**config.mk**
```make
export PLATFORM = sky130hd
export DESIGN_NAME = lfsr_source
export DESIGN_NICKNAME = d
export VERILOG_FILES = /design/src/rtl/lfsr_source.sv
export SDC_FILE = /design/constraint.sdc
export NUM_CORES = 1
export LEC_CHECK = 0
export CAP_MARGIN = 0
export CORE_ASPECT_RATIO = 1.2
export CORE_MARGIN = 1
export CORE_UTILIZATION = 32
export DETAILED_ROUTE_END_ITERATION = 8
export GPL_TIMING_DRIVEN = 0
export PLACE_DENSITY_LB_ADDON = 0.12
export SYNTH_ARGS = -nofsm -noshare
export SYNTH_HDL_FRONTEND = slang
export SYNTH_SLANG_ARGS = --single-unit
```
**constraint.sdc**
```tcl
create_clock -name clk -period 2.05 [get_ports clk]
set_clock_uncertainty 0.05 [all_clocks]
set_input_delay 0.205 -clock clk [delete_from_list [all_inputs] [get_ports clk]]
set_output_delay 0.205 -clock clk [all_outputs]
set_load 0.01 [all_outputs]
```
**src/rtl/lfsr_source.sv**
```systemverilog
// Fibonacci LFSR bit source with seed-load handshake, loop/period tracking
// and all-zero lock-up detection.
module lfsr_source #(
  parameter int               WIDTH        = 8,
  parameter logic [WIDTH-1:0] TAPS         = 8'hB8,
  parameter logic [WIDTH-1:0] DEFAULT_SEED = 8'h01
) (
  input  logic             clk,
  input  logic             reset,
  input  logic             en,
  input  logic             seed_valid,
  input  logic [WIDTH-1:0] seed_data,
  output logic             seed_ready,
  output logic             val,
  output logic             val_valid,
  output logic             loop,
  output logic [WIDTH-1:0] period,
  output logic [WIDTH-1:0] state,
  output logic             lockup
);

  typedef enum logic [1:0] {
    IDLE   = 2'd0,
    RUN    = 2'd1,
    LOCKED = 2'd2
  } fsm_t;

  localparam logic [WIDTH-1:0] ONE = {{(WIDTH-1){1'b0}}, 1'b1};

  fsm_t             fsm_reg,       fsm_next;
  logic [WIDTH-1:0] lfsr_reg,      lfsr_next;
  logic [WIDTH-1:0] seed_reg,      seed_next;
  logic [WIDTH-1:0] step_reg,      step_next;
  logic [WIDTH-1:0] period_reg,    period_next;
  logic             val_reg,       val_next;
  logic             val_valid_reg, val_valid_next;
  logic             loop_reg,      loop_next;
  logic             lockup_reg,    lockup_next;

  logic             fb;
  logic [WIDTH-1:0] lfsr_step;
  logic             seed_take;

  assign fb        = ^(lfsr_reg & TAPS);
  assign lfsr_step = {lfsr_reg[WIDTH-2:0], fb};
  assign seed_take = seed_valid && seed_ready;

  always_ff @(posedge clk or posedge reset) begin
    if (reset) begin
      fsm_reg       <= IDLE;
      lfsr_reg      <= DEFAULT_SEED;
      seed_reg      <= DEFAULT_SEED;
      step_reg      <= '0;
      period_reg    <= '0;
      val_reg       <= 1'b0;
      val_valid_reg <= 1'b0;
      loop_reg      <= 1'b0;
      lockup_reg    <= 1'b0;
    end else begin
      fsm_reg       <= fsm_next;
      lfsr_reg      <= lfsr_next;
      seed_reg      <= seed_next;
      step_reg      <= step_next;
      period_reg    <= period_next;
      val_reg       <= val_next;
      val_valid_reg <= val_valid_next;
      loop_reg      <= loop_next;
      lockup_reg    <= lockup_next;
    end
  end

  always_comb begin
    fsm_next       = fsm_reg;
    lfsr_next      = lfsr_reg;
    seed_next      = seed_reg;
    step_next      = step_reg;
    period_next    = period_reg;
    val_next       = val_reg;
    val_valid_next = 1'b0;
    loop_next      = 1'b0;
    seed_ready     = (fsm_reg != RUN);

    unique case (fsm_reg)
      IDLE: begin
        if (seed_take) begin
          lfsr_next   = seed_data;
          seed_next   = seed_data;
          step_next   = '0;
          period_next = '0;
          if (seed_data == '0) begin
            fsm_next = LOCKED;
          end
        end else if (en) begin
          fsm_next = RUN;
        end
      end

      RUN: begin
        if (en) begin
          lfsr_next      = lfsr_step;
          val_next       = lfsr_reg[WIDTH-1];
          val_valid_next = 1'b1;
          // Loop is detected on the step that lands back on the seed, so
          // the pulse coincides with that step's val_valid.
          if (lfsr_step == seed_reg) begin
            loop_next   = 1'b1;
            period_next = step_reg + ONE;
            step_next   = '0;
          end else begin
            step_next   = step_reg + ONE;
          end
        end else begin
          fsm_next = IDLE;
        end
      end

      LOCKED: begin
        if (seed_take) begin
          lfsr_next   = seed_data;
          seed_next   = seed_data;
          step_next   = '0;
          period_next = '0;
          if (seed_data != '0) begin
            fsm_next = IDLE;
          end
        end
      end

      default: begin
        fsm_next = IDLE;
      end
    endcase

    // Zero is a fixed point of the shift, so flag it whatever got us there.
    lockup_next = (lfsr_next == '0);
  end

  assign val       = val_reg;
  assign val_valid = val_valid_reg;
  assign loop      = loop_reg;
  assign period    = period_reg;
  assign state     = lfsr_reg;
  assign lockup    = lockup_reg;

endmodule

```
==> impl_metrics.tcl, run 1 <==
set metrics [dict create \
    status "completed" \
    hold_path.class "primary input to async pin" \
    drv_cap 0 \
    gp_congestion 0.751 \
    placed_cell_area_mm2 0.00253 \
    finalCritPeriodShare 0.947 \
    async_flop_share 1.00 \
    critical_path_class "register to output pin" \
    htree_num_levels 2 \
    cellLeakagePower_nw 1.15 \
    critical_path_buf_inv_count 3 \
    avgViaCountPerCell 4.89 \
    pin_count 33 \
    worst_slack_ns 0.109 \
    crit_family "buffers and inverters" \
    netlist_top_cells_area "dfrtp_1, nand2_1, mux2i_1" \
    wl_mm 5.04 \
    synthAdderAreaFrac 0.00591 \
    rows 32 \
    synth_compound_area_frac 0.157 \
    rsz0062_at_grt "true" \
    slew_viol_final 0 \
    syn_to_final_growth_pct 24.1 \
    yosysSeqAreaShare 0.451 \
    start_util 0.330 \
    netlist_top_cells_count "nand2_1, dfrtp_1, mux2i_1, a21oi_1, o21ai_0" \
    antenna_found_initial 0 \
    start_kind "register" \
    syn_avg_cell_area_um2 9.62 \
    pre_cts_slack_ns -0.0416 \
    yosys.area_share.simple 0.206 \
    synth_ff_type "dfrtp_1" \
    p_per_area_mw_per_mm2 725 \
    grt_max_degree 39 \
    clk_pin_slew_ns 0.08 \
    layout-drive-gt1-share 0.116 \
    worst_pin_slew_ns 0.823 \
    yosysMostFrequentCell "nand2_1" \
    yosys_warnings 0 \
    finalSetupViolations 0 \
    postSynthCellCount 220 \
    worstPathArrival_ns 1.69 \
    period_needed_ns 1.94 \
    wl_per_cell_um 14.7 \
    dieHeight_um 91.1 \
    synthMuxAreaShare 0.0716 \
    numPortBuffers 31 \
    fmax_mhz 515 \
    cts_buffer_depth 2 \
    max_stage_delay_ns 0.53 \
    synth_fp_nets 233 \
    synth_top_area_cell "dfrtp_1" \
    place_hpwl_mm 3.60 \
    hold_violations 0 \
    hold_ws_ns 0.342 \
    numCtsBuffers 5 \
    synth_top_area_share 0.426 \
    cpMaxStageDelayCell "clkdlybuf4s50_1" \
    synth_xor_area_frac 0.0651 \
    synth_area_mm2 0.00212 \
    post-route-cell-area_mm2 0.00263 \
    synth_top_family_by_area "simple AND/OR/NAND/NOR gates" \
    synth_edf_count 0 \
    drt_iter0_markers 90 \
    hold_buffers 0 \
    cts_tree "done" \
    dieArea_mm2 0.00694 \
    slew_headroom 0.450 \
    core_area_mm2 0.00641 \
    num_antenna_cells 0 \
    track_usage 0.158 \
    fp.dieW_um 76.2 \
    root_buffer "clkbuf_8" \
    grt_pass1_wl_mm 8.44 \
    end_kind "output pin" \
    clock-sinks 38 \
    clk_latency_ns 0.30 \
    detail-route-antenna-nets 0 \
    crit_fanout 10 \
    nets 271 \
    cp_data_required_time_ns 1.79 \
    netlist-cell-type-count 45 \
    overflow 0 \
    timing.reg2reg.setup_slack_ns 0.17 \
    placed_cells 336 \
    vias 1683 \
    grt_pass1_vias 1652 \
    dr.pass1.iters 5 \
    cp_common_cell "buf_2" \
    ys_seq_elements 38 \
    drc_errors 0 \
    stdcell_count 344 \
    crit_chain "buf_2, buf_2, nand2b_1, clkdlybuf4s50_1" \
    ir_drop_uv 276 \
]
[power breakdown]
group	switching [W]	leakage, nW	internal [W]
combinational	0.000240	0.613	0.000231
clock	0.000282	0.0482	0.000272
sequential	0.0000616	0.491	0.000816
total	0.000583	1.15	0.00132
[worst paths after layout]
| path | end | startpoint | depth (start not counted) |
|---|---|---|---|
| hold / removal | period[7] | reset | 2 |
| min in group clk | state[1] | seed_valid | 4 |
| max in group asynchronous | fsm_reg[1] | reset | 2 |
| hold reg to reg | seed_reg[0] | seed_reg[0] | 2 |
| setup / recovery | seed_ready | fsm_reg[0] | 4 |
| setup reg to reg | step_reg[4] | fsm_reg[0] | 6 |
[what timing repair did]
action,4_1_cts,5_1_grt
resized for setup,1,1
endpoints found under the setup margin,1,3
setup buffers,0,0
[logic make-up after synthesis]
logic type      after synthesis
simple gates                 88
compound gates               47
xor+xnor                     12
flops                        38
fa+ha+maj                     1
buf+inv                      19
mux                          15
[through the flow]
step / power [W] / util / setup TNS, ns
floorplan: 0.00120 / - / 0
global placement: 0.00137 / 0.395 / -1.37
detailed placement: 0.00137 / 0.395 / -0.0416
CTS: 0.00194 / 0.410 / 0
global route: 0.00201 / 0.410 / -0.0349
finish: 0.00190 / 0.410 / 0
[per-layer routing]
metal | vias up | GRT usage | wire length [um]
li1 | 840 | - | -
met1 | 796 | 0.193 | 2190
met2 | 36 | 0.272 | 2580
met3 | 11 | 0.0221 | 158
met4 | 0 | 0.0753 | 115
met5 | - | 0 | 0
[area by class of cell]
| type | count | area [um^2] |
|---|---|---|
| Fill cell | 690 | 3780 |
| Inverter | 5 | 18.8 |
| Clock inverter | 1 | 5.00 |
| Sequential cell | 38 | 953 |
| Clock buffer | 7 | 86.3 |
| Multi-Input combinational cell | 163 | 1070 |
| Buffer | 14 | 76.3 |
| Tap cell | 85 | 106 |
| Timing Repair Buffer | 31 | 310 |
[cell usage in the layout (no fill, tap or decap), drive strengths merged, types with 2 or more instances in the layout]
master,Yosys,routed
nor2,3,3
xnor2,4,4
o21ai,13,13
clkdlybuf4s50,0,31
a31oi,2,2
inv,5,5
buf,7,8
dfstp,2,2
o21a,2,2
nor2b,9,9
and2,3,3
xor2,7,7
nand2,47,47
clkbuf,7,13
a211oi,6,6
mux2i,14,14
a21oi,12,12
a21boi,2,2
nor4,4,4
o22ai,2,2
dfrtp,36,36
nor3,8,8
o31ai,5,5
nand3,2,2
nand4,3,3
nand2b,5,5
No activity file was read; power rests on OpenSTA's default activity.
==> run 2, diff against run 1 <==
- SLEW_MARGIN: default -> 25
- clock period: 2.05 -> 2 ns (I/O delays scaled with it)
==> run 2 against run 1 <==
  * Critical path type unchanged
  * Clock power is 3% higher
  * Critical path depth stayed put
  * Core utilization is 0.57 points higher
  * Via count is 1.0% higher
  * Largest power group unchanged
  * Flip-flop and latch count stayed put
  * Cell count is 0.29% higher
  * Sequential power is 2.7% higher
==> impl_metrics.tcl, run 2 (synthesis gave the netlist of run 1 again) <==
set metrics [dict create \
    post_cts.repair.setup_buffers 0 \
    finalSetupViolations 0 \
    slew_viol_final 0 \
    antenna_found_initial 0 \
    worstPathArrival_ns 1.67 \
    timing.reg2reg.setup_slack_ns 0.17 \
    drt_iter0_markers 87 \
    numCtsBuffers 5 \
    dieHeight_um 91.1 \
    drc_errors 0 \
    core_area_mm2 0.00641 \
    fmax_mhz 522 \
    p_per_area_mw_per_mm2 741 \
    cpMaxStageDelayCell "clkdlybuf4s50_1" \
    wl_per_cell_um 14.9 \
    hold_violations 0 \
    root_buffer "clkbuf_8" \
    clock-sinks 38 \
    max_stage_delay_ns 0.53 \
    critical_path_class "register to output pin" \
    stdcell_count 345 \
    pin_count 33 \
    fp.dieW_um 76.2 \
    cts_buffer_depth 2 \
    slew_headroom 0.660 \
    cts_tree "done" \
    period_needed_ns 1.92 \
    worst_pin_slew_ns 0.504 \
    placed_cells 337 \
    finalCritPeriodShare 0.958 \
    regArea_um2 953 \
    numPortBuffers 31 \
    grt_pass1_vias 1647 \
    end_kind "output pin" \
    grt_max_degree 29 \
    ir_drop_uv 318 \
    vias 1700 \
    layout-drive-gt1-share 0.119 \
    overflow 0 \
    clk_latency_ns 0.30 \
    r2r_cells 6 \
    cp_data_required_time_ns 1.75 \
    clk_pin_slew_ns 0.08 \
    hold_ws_ns 0.109 \
    detail-route-antenna-nets 0 \
    crit_chain "buf_2, buf_4, nand2b_1, clkdlybuf4s50_1" \
    grt_pass1_wl_mm 8.42 \
    fill_cells 657 \
    multiInputGateArea_mm2 0.00108 \
    cp.depth 4 \
    hold_path.class "primary input to async pin" \
    crit_family "buffers and inverters" \
    status "completed" \
    final_cell_mix "nand2_1, dfrtp_1, clkdlybuf4s50_1" \
    rows 32 \
    place_hpwl_mm 3.71 \
    rsz0062_at_grt "false" \
    final_common_cell "nand2_1" \
    syn_to_final_growth_pct 25.8 \
    htree_num_levels 2 \
    cellLeakagePower_nw 1.16 \
    gp_congestion 0.751 \
    dr.pass1.iters 4 \
    critical_path_buf_inv_count 3 \
    nets 272 \
    num_antenna_cells 0 \
    crit_fanout 10 \
    start_kind "register" \
    track_usage 0.158 \
    drv_cap 0 \
    hold_buffers 0 \
    wl_mm 5.13 \
    dieArea_mm2 0.00694 \
    p_total_w 0.00197 \
    start_util 0.330 \
    avgViaCountPerCell 4.93 \
]
run 2: area by class of cell:
class | count | share of cell area
inverters | 5 | 0.00705
plain buffers | 14 | 0.0296
multi-input cells | 163 | 0.407
well taps | 85 | 0.0400
clock buffers | 7 | 0.0324
flip-flops and latches | 38 | 0.358
clock inverters | 1 | 0.00188
repair buffers | 32 | 0.124
run 2: final timing paths:
path | from | endpoint
max reg2reg | state[3] | step_reg[6]
max in group asynchronous | reset | seed_reg[0]
min reg2reg | seed_reg[0] | seed_reg[0]
min | reset | loop
max | fsm_reg[0] | seed_ready
min in group clk | seed_valid | state[1]
run 2: what timing repair did:
action / CTS / global route
hold endpoints to repair: 0 / 0
resized for setup: 2 / 3
setup endpoints to repair: 1 / 15
run 2: layer usage:
metal | part of all wire | GRT usage | vias to the layer above | wire length [um]
met5 | 0 | 0 | - | 0
met1 | 0.43 | 0.187 | 821 | 2230
met4 | 0.019 | 0.0657 | 0 | 97
met2 | 0.52 | 0.276 | 30 | 2650
met3 | 0.030 | 0.0342 | 7 | 155
li1 | - | - | 842 | -
run 2: through the flow:
stage	setup TNS, ns	utilization	instance area [um^2]	setup WS [ns]
floorplan	0	-	2120	0.286
global placement	-3.36	0.395	2530	-0.104
detailed placement	-0.240	0.398	2550	-0.0768
CTS	0	0.413	2650	0.0365
global route	0	0.415	2660	0.0127
finish	0	0.415	2660	0.0849
run 2: power breakdown:
| part | leakage, nW | internal [W] | switching, W |
|---|---|---|---|
| Combinational | 0.620 | 0.000243 | 0.000260 |
| Sequential | 0.491 | 0.000837 | 0.0000651 |
| Clock | 0.0482 | 0.000279 | 0.000289 |
| Total | 1.16 | 0.00136 | 0.000615 |
==> run 3, diff against run 2 <==
- CTS_CLUSTER_SIZE: default -> 24
==> results of run 3 <==
Final layout, timing and power as in run 2 (identical DEF).
